==> config.mk <==
export PLATFORM = sky130hd
export DESIGN_NAME = fetch_unit
export DESIGN_NICKNAME = d
export VERILOG_FILES = /design/src/rtl/fetch_pkg.sv /design/src/rtl/fetch_queue.sv /design/src/rtl/fetch_unit.sv
export SDC_FILE = /design/constraint.sdc
export NUM_CORES = 1
export LEC_CHECK = 0
export CORE_UTILIZATION = 40
export DETAILED_ROUTE_END_ITERATION = 6
export PLACE_DENSITY = 0.67
export SLEW_MARGIN = 20
export SYNTH_ARGS = -nofsm -noshare
export SYNTH_HDL_FRONTEND = slang
export SYNTH_SLANG_ARGS = --single-unit
export TNS_END_PERCENT = 10
==> constraint.sdc <==
create_clock -name clk -period 5.4 [get_ports clk]
set_clock_uncertainty 0.15 [all_clocks]
set_input_delay 1.08 -clock clk [delete_from_list [all_inputs] [get_ports clk]]
set_output_delay 1.08 -clock clk [all_outputs]
set_load 0.03 [all_outputs]
==> src/rtl/fetch_pkg.sv <==
// Shared definitions for the instruction fetch stage: default geometry,
// the derived program-word width, the queue entry layout and reset values.
package fetch_pkg;

  localparam int unsigned ADDR_W_DEF    = 12;
  localparam int unsigned INSTR_W_DEF   = 4;
  localparam int unsigned OPERAND_W_DEF = 4;
  localparam int unsigned DEPTH_DEF     = 2;

  // A program word is the opcode field on top of the operand field.
  function automatic int unsigned data_w(input int unsigned instr_w,
                                         input int unsigned operand_w);
    return instr_w + operand_w;
  endfunction

  localparam int unsigned DATA_W_DEF = data_w(INSTR_W_DEF, OPERAND_W_DEF);

  // Queue entry for the default geometry: the fetched word plus the address
  // it came from. The queue builds the same {data, addr} layout from its own
  // parameters so other geometries share one definition of field order.
  typedef struct packed {
    logic [DATA_W_DEF-1:0] data;
    logic [ADDR_W_DEF-1:0] addr;
  } fetch_entry_t;

  // Reset values.
  localparam int unsigned RESET_PC    = 0;
  localparam int unsigned RESET_COUNT = 0;

endpackage

==> src/rtl/fetch_queue.sv <==
// DEPTH-entry circular prefetch FIFO holding {data, addr} pairs.
// Flush empties the queue and wins over push/pop in the same cycle.
// Head outputs come straight from registered storage and pointers.
module fetch_queue
  import fetch_pkg::*;
#(
  parameter int unsigned DATA_W = DATA_W_DEF,
  parameter int unsigned ADDR_W = ADDR_W_DEF,
  parameter int unsigned DEPTH  = DEPTH_DEF
) (
  input  logic              clk,
  input  logic              rst,
  input  logic              push_i,
  input  logic              pop_i,
  input  logic              flush_i,
  input  logic [DATA_W-1:0] push_data_i,
  input  logic [ADDR_W-1:0] push_addr_i,
  output logic              valid_o,
  output logic              full_o,
  output logic [DATA_W-1:0] head_data_o,
  output logic [ADDR_W-1:0] head_addr_o
);

  localparam int unsigned PTR_W = (DEPTH > 1) ? $clog2(DEPTH) : 1;
  localparam int unsigned CNT_W = $clog2(DEPTH + 1);

  typedef struct packed {
    logic [DATA_W-1:0] data;
    logic [ADDR_W-1:0] addr;
  } entry_t;

  entry_t             mem_q [DEPTH];
  logic [PTR_W-1:0]   head_q, head_d;
  logic [PTR_W-1:0]   tail_q, tail_d;
  logic [CNT_W-1:0]   count_q, count_d;

  function automatic logic [PTR_W-1:0] ptr_inc(input logic [PTR_W-1:0] p);
    return (p == PTR_W'(DEPTH - 1)) ? '0 : p + PTR_W'(1);
  endfunction

  // Next pointer/count values; flush resets both pointers and the count.
  always_comb begin
    // NOTE: every always_comb output gets a default first so no path leaves
    // it unassigned, which would otherwise infer a latch.
    head_d  = head_q;
    tail_d  = tail_q;
    count_d = count_q;
    if (flush_i) begin
      head_d  = '0;
      tail_d  = '0;
      count_d = CNT_W'(RESET_COUNT);
    end else begin
      if (push_i) tail_d = ptr_inc(tail_q);
      if (pop_i)  head_d = ptr_inc(head_q);
      case ({push_i, pop_i})
        2'b10:   count_d = count_q + CNT_W'(1);
        2'b01:   count_d = count_q - CNT_W'(1);
        default: count_d = count_q;
      endcase
    end
  end

  // Pointer and occupancy registers.
  always_ff @(posedge clk or posedge rst) begin
    // NOTE: sequential state uses non-blocking assignments so every register
    // samples pre-edge values regardless of statement order.
    if (rst) begin
      head_q  <= '0;
      tail_q  <= '0;
      count_q <= CNT_W'(RESET_COUNT);
    end else begin
      head_q  <= head_d;
      tail_q  <= tail_d;
      count_q <= count_d;
    end
  end

  // Entry storage; written at the tail on every push not cancelled by flush.
  always_ff @(posedge clk or posedge rst) begin
    // NOTE: the storage array is reset on purpose because the head word is
    // visible on instr/operand/instr_pc and must read zero out of reset.
    if (rst) begin
      for (int i = 0; i < DEPTH; i++) mem_q[i] <= '0;
    end else if (push_i && !flush_i) begin
      mem_q[tail_q] <= '{data: push_data_i, addr: push_addr_i};
    end
  end

  assign valid_o     = (count_q != '0);
  assign full_o      = (count_q == CNT_W'(DEPTH));
  assign head_data_o = mem_q[head_q].data;
  assign head_addr_o = mem_q[head_q].addr;

endmodule

==> src/rtl/fetch_unit.sv <==
// Instruction fetch stage: a wrapping PC addresses an external combinational
// ROM, fetched words are queued toward decode, and a load redirects the PC
// while flushing everything already queued.
module fetch_unit
  import fetch_pkg::*;
#(
  parameter  int unsigned ADDR_W    = ADDR_W_DEF,
  parameter  int unsigned INSTR_W   = INSTR_W_DEF,
  parameter  int unsigned OPERAND_W = OPERAND_W_DEF,
  parameter  int unsigned DEPTH     = DEPTH_DEF,
  localparam int unsigned DATA_W    = data_w(INSTR_W, OPERAND_W)
) (
  input  logic                 clk,
  input  logic                 reset,
  input  logic                 enable,
  input  logic                 load,
  input  logic [ADDR_W-1:0]    load_addr,
  output logic [ADDR_W-1:0]    mem_addr,
  input  logic [DATA_W-1:0]    mem_data,
  output logic                 instr_valid,
  input  logic                 instr_ready,
  output logic [INSTR_W-1:0]   instr,
  output logic [OPERAND_W-1:0] operand,
  output logic [ADDR_W-1:0]    instr_pc,
  output logic [ADDR_W-1:0]    pc
);

  logic [ADDR_W-1:0] pc_q, pc_d;
  logic              pop, push;
  logic              q_valid, q_full;
  logic [DATA_W-1:0] head_data;
  logic [ADDR_W-1:0] head_addr;

  // A full queue still accepts a push when its head leaves the same cycle,
  // which keeps throughput at one word per cycle after backpressure.
  assign pop  = q_valid & instr_ready;
  assign push = enable & ~load & (~q_full | pop);

  // Next PC: load wins, otherwise advance (wrapping) only when a word is taken.
  always_comb begin
    pc_d = pc_q;
    if (load)      pc_d = load_addr;
    else if (push) pc_d = pc_q + ADDR_W'(1);
  end

  // Program counter register.
  always_ff @(posedge clk or posedge reset) begin
    if (reset) pc_q <= ADDR_W'(RESET_PC);
    else       pc_q <= pc_d;
  end

  fetch_queue #(
    .DATA_W (DATA_W),
    .ADDR_W (ADDR_W),
    .DEPTH  (DEPTH)
  ) u_queue (
    .clk         (clk),
    .rst         (reset),
    .push_i      (push),
    .pop_i       (pop),
    .flush_i     (load),
    .push_data_i (mem_data),
    .push_addr_i (pc_q),
    .valid_o     (q_valid),
    .full_o      (q_full),
    .head_data_o (head_data),
    .head_addr_o (head_addr)
  );

  assign mem_addr    = pc_q;
  assign pc          = pc_q;
  assign instr_valid = q_valid;
  assign instr       = head_data[DATA_W-1:OPERAND_W];
  assign operand     = head_data[OPERAND_W-1:0];
  assign instr_pc    = head_addr;

endmodule
### Word-level counts from Yosys, hierarchy flattened

Index checks and enable logic that the tools add are counted.

* add/sub/neg operators: 5
* multiply operators: 0
* divide/modulo/power cells: 0
* order comparisons: 3
* equal/unequal tests: 3
* shifts and indexed selects: 0
* multiplexer cells: 16
* bitwise logic cells: 8
* reductions and logical operators: 7

Operators with widths (number)
* 20-bit 2-to-1 mux: 4
* 40-bit bitwise mux: 1
* 12-bit 2-to-1 mux: 2
* 20-bit demux with 1-bit select: 1
* 12-bit by 1-bit adder with 12-bit output (second input constant): 1
* 1-bit 2-to-1 mux: 6
* 2-bit nonzero test: 3
* 2-bit == test (second input constant): 2
* 2-bit greater-or-equal comparator (second input constant): 2
* 1-bit NOT with 2-bit output: 2
* 2-bit case mux with 2 select lines: 1
* 1-bit AND: 3
* 3-bit nonzero test: 1
* 1-bit adder (second input constant): 2
* 2-bit by 1-bit adder with 2-bit output (second input constant): 1
* 2-bit by 1-bit == test with 1-bit output (second input constant): 1
* 1-bit logical AND: 2
* 2-bit by 1-bit less-than comparator with 1-bit output (second input constant): 1
* 2-bit 2-to-1 mux: 1
* 1-bit NOT: 2
* 2-bit by 1-bit subtractor with 2-bit output (second input constant): 1
* 1-bit zero test: 1
* 1-bit bitwise OR: 1

* register bits: 56
* latch bits: 0
* bits in writable memories: 0
* bits in read-only memories: 0
* input bits: 25
* output and inout port bits: 45
* logic and storage cells: 50
* memories: 0

### Longest topological paths before layout

* depth after elaboration: 7
* gate-level depth with buffers: 5
* mapped depth without buffers: 5

### Hierarchy

Synthesis repeated with hierarchy kept, for this count alone.

* cells, all modules: 211
* area, all modules: 2785.2 sq um

By module, submodules not included
* fetch_queue: times used 1, cells an instance 127, area each 1946.9 sq um, sequential area each 1101.1 sq um
* fetch_unit: times used 1, cells an instance 84, area each 838.3 sq um, sequential area each 300.3 sq um

### Worst setup path after synthesis

No wires, ideal clock.

* path type: register -> output
* from: register u_queue.head_q
* to: output instr[0]
* arrival time: 1149 ps
* data required time: 4170 ps
* slack: 3021 ps
* stages on the path, launching flop included: 3
* buffers on the path: 1
* cell sequence: dfrtp_1 > clkbuf_1 > mux2_2

* longest elaborated chain between the ends: 4

Ends and longest elaborated chain
* from (decl): RTL line fetch_queue.sv:33 `logic [PTR_W-1:0] head_q, head_d;`
* from (signal assigned): RTL line fetch_queue.sv:68 `head_q <= '0;`
* from (signal assigned): RTL line fetch_queue.sv:72 `head_q <= head_d;`
* 1-bit NOT with 2-bit output (not written as such): RTL line fetch_queue.sv:91 `assign head_data_o = mem_q[head_q].data;`
* 20-bit 2-to-1 mux (not written as such) (3 in series): RTL line fetch_queue.sv:91
* to (decl): RTL line fetch_unit.sv:22 `output logic [INSTR_W-1:0] instr,`

No other way between the ends. The select of a mux whose other input is x is not followed.

### Final worst setup path

* from: register u_queue.head_q
* to: output instr_pc[2]

* longest elaborated chain between the ends: 4

Ends and longest elaborated chain
* 1-bit NOT with 2-bit output (not written as such): RTL line fetch_queue.sv:92 `assign head_addr_o = mem_q[head_q].addr;`
* 20-bit 2-to-1 mux (3 in series)
* to (decl): RTL line fetch_unit.sv:24 `output logic [ADDR_W-1:0] instr_pc,`

No other way between the ends. The select of a mux whose other input is x is not followed.

==> results.tsv <==
metric	value	unit
Overflow after GRT	0	
post-route clock period utilization	66.27	%
CTS Buffer Depth	2	
Yosys reg bits	56	
CP max-delay cell	dfrtp_1	
Synth async-reset ratio	100.0	%
area leader, netlist	dfrtp_1	
CTS root buf	clkbuf_8	
post-route ant nets	0	
Slew Limit Fails	0	
Worst setup startpoint	u_queue.head_q	
min-delay src	u_queue.mem_q[1]	
Worst Path Max Fanout	21	
RSZ-0062 raised after global routing	no	
first-pass iteration count of the detailed router	4	
Commonest cells post-synth	dfrtp_1 (56), mux2_2 (41), mux2_4 (20)	
Startpoint Class	register	
fmax	279.4	MHz
Post-DP Area	0.003487	mm^2
hpwl dp	3.541	mm
Final Instance Area	0.003613	mm^2
CP arrival	2.35	ns
CTS Hold Buffers Added	0	
IO buf count	69	
slowest stage delay, CP	1.02	ns
most frequent cell after synthesis	dfrtp_1	
Leak Pwr	1.511	nW
Worst IR Drop VDD	169.0	uV
data required time of the worst path	4.17	ns
DRC violations left	0	
nets	301	
Clock power frac	21.6	%
Syn Area/Cell	12.85	um^2
min Tclk post-route	3.579	ns
power density over cell area	375.0	mW/mm^2
Post-Synthesis Cell Area	0.002801	mm^2
row cnt	30	
Fillers	593	
EDFF count, synth	0	
ANT cells	0	
Total Routing Usage GR	15.42	%
Net Sw Frac	30.84	%
routed vias/inst	4.817	
Die H	85.69	um
Slew @ Worst Pin	1.002	ns
Seq/Total Area, Yosys	50.02	%
combinational share of power	35.0	%
Starting Density	41.23	%
synth warn	0	
vias in the first global route	1747	
initial antenna violation count	0	
setup_tns	0	ns
synthesized instance count	218	
Hold/Removal Path Class	register to register	
Final setup viols	0	
CTS Sinks	56	
worst r2r src	u_queue.count_q[0]	
post-CTS setup buffer count	0	
Skew-Pair Late Insertion Delay	0.30	ns
area growth from synthesis to final layout	28.99	%
GPL Wtd Cong	0.7659	
Power Internal	0.9372	mW
CTS Buf Count	5	
largest net degree at the start of global routing	57	
Boundary Pins	70	
endpoint class of the critical path	output port	
Max-Slew Margin vs Limit	33.17	%
Via Count	1792	
PostCTS Resize Cnt	0	
Die ar.	0.007342	mm^2
TritonCTS clock tree	done	
DRT iter0 DRCs	63	
Synth area leaders	dfrtp_1 (50%), mux2_2 (16%), mux2_4 (11%)	
top cell type's share of synthesized area	50.02	%
status	finished clean	
Hold Fails Final Rpt	0	
H-tree Lvls	2	
NetSw	0.4179	mW
crit-path cells	mux2_2 -> clkdlybuf4s50_1	
Net Count, Synth	244	
Worst-path clk slew	0.10	ns
wirelength, routed	5.345	mm
Reg power frac	43.4	%
Max-Cap Viols	0	
top_reg_cell synth	dfrtp_1	
Die X	85.69	um
Core Region	0.006794	mm^2
Synth cell types	32	
global-route wire length before repair	8.721	mm
drt wl/cell	14.37	um
layout cells sized above 1	27.90	%
CP Class	register to output port	
## cells in the final DEF (no fill, tap or decap), drive strengths merged, types with 2 or more instances in the layout
cell type and n:
a21oi 2, buf 3, clkbuf 7, clkdlybuf4s50 69, dfrtp 56, inv 2
mux2 61, nand2 15, nand3 4, nand4 3, nor2 9, nor3 3
nor3b 3, nor4 2, nor4b 2, o21ai 12, xnor2 7, xor2 5
## critical path, delay by kind of cell (launching register included)
kind / cells / cell delay (ns)
flops: 1 / 1.02
buf+inv: 1 / 0.59
mux: 1 / 0.43
## final cells by class
cell class	count	area [um^2]	area share [%]
flip-flops and latches	56	1401	38.78
multi-input cells	138	1245	34.45
repair buffers	72	713.2	19.74
well taps	96	120.1	3.324
clock buffers	7	96.34	2.666
clock inverters	1	30.03	0.8310
inverters	2	7.507	0.2078
## state kept, by name, indices dropped and copies added, names as in the netlist
register         cells
mem_addr            12
u_queue.count_q      2
u_queue.tail_q       1
u_queue.mem_q       40
u_queue.head_q       1
## metal layers
layer / wire length [um] / vias to the layer above / GRT usage [%]
met2: 2488 / 39 / 24.44
met3: 176 / 5 / 3.369
li1: - / 868 / -
met1: 2625 / 880 / 21.50
met5: 0 / - / 0
met4: 54 / 0 / 4.091
## per-stage QoR
step	total power [mW]	hold WS (ns)	setup WS (ns)	utilization [%]	std cells
CTS	1.373	0.3649	1.771	53.19	372
detailed placement	1.075	0.3412	2.036	51.33	364
finish	1.355	0.3590	1.821	53.19	372
global placement	1.066	0.3326	2.071	51.33	364
floorplan	0.9133	0.3236	2.799	-	218
global route	1.427	0.3744	1.704	53.19	372
## logic make-up (layout without fill, tap and decap cells)
| family | Yosys count | after routing | synth area share, % |
|---|---|---|---|
| flops | 56 | 56 | 50.02 |
| fa+ha+maj | 1 | 1 | 0.4466 |
| buf+inv | 24 | 82 | 5.762 |
| simple gates | 47 | 47 | 9.379 |
| compound gates | 16 | 16 | 3.082 |
| mux | 62 | 62 | 27.56 |
| xor+xnor | 12 | 12 | 3.752 |
## power groups by stage
stage | Clock, mW | Combinational, mW | Sequential, mW
final | 0.292 | 0.475 | 0.588
after global routing | 0.320 | 0.504 | 0.603
after CTS | 0.303 | 0.481 | 0.589
after detailed placement | 0 | 0.479 | 0.595
after global placement | 0 | 0.474 | 0.593
after floorplan | 0 | 0.325 | 0.588
## worst paths after layout
path,endpoint,slack (ns),depth (start not counted)
hold / removal,u_queue.mem_q[1],0.36,1
max in group asynchronous,mem_addr[1],3.51,3
setup / recovery,instr_pc[2],1.82,2
setup reg to reg,u_queue.mem_q[38],3.41,5
hold reg to reg,u_queue.mem_q[1],0.36,1
min in group asynchronous,u_queue.mem_q[24],1.13,3
Power figures use the tool's default switching activity.
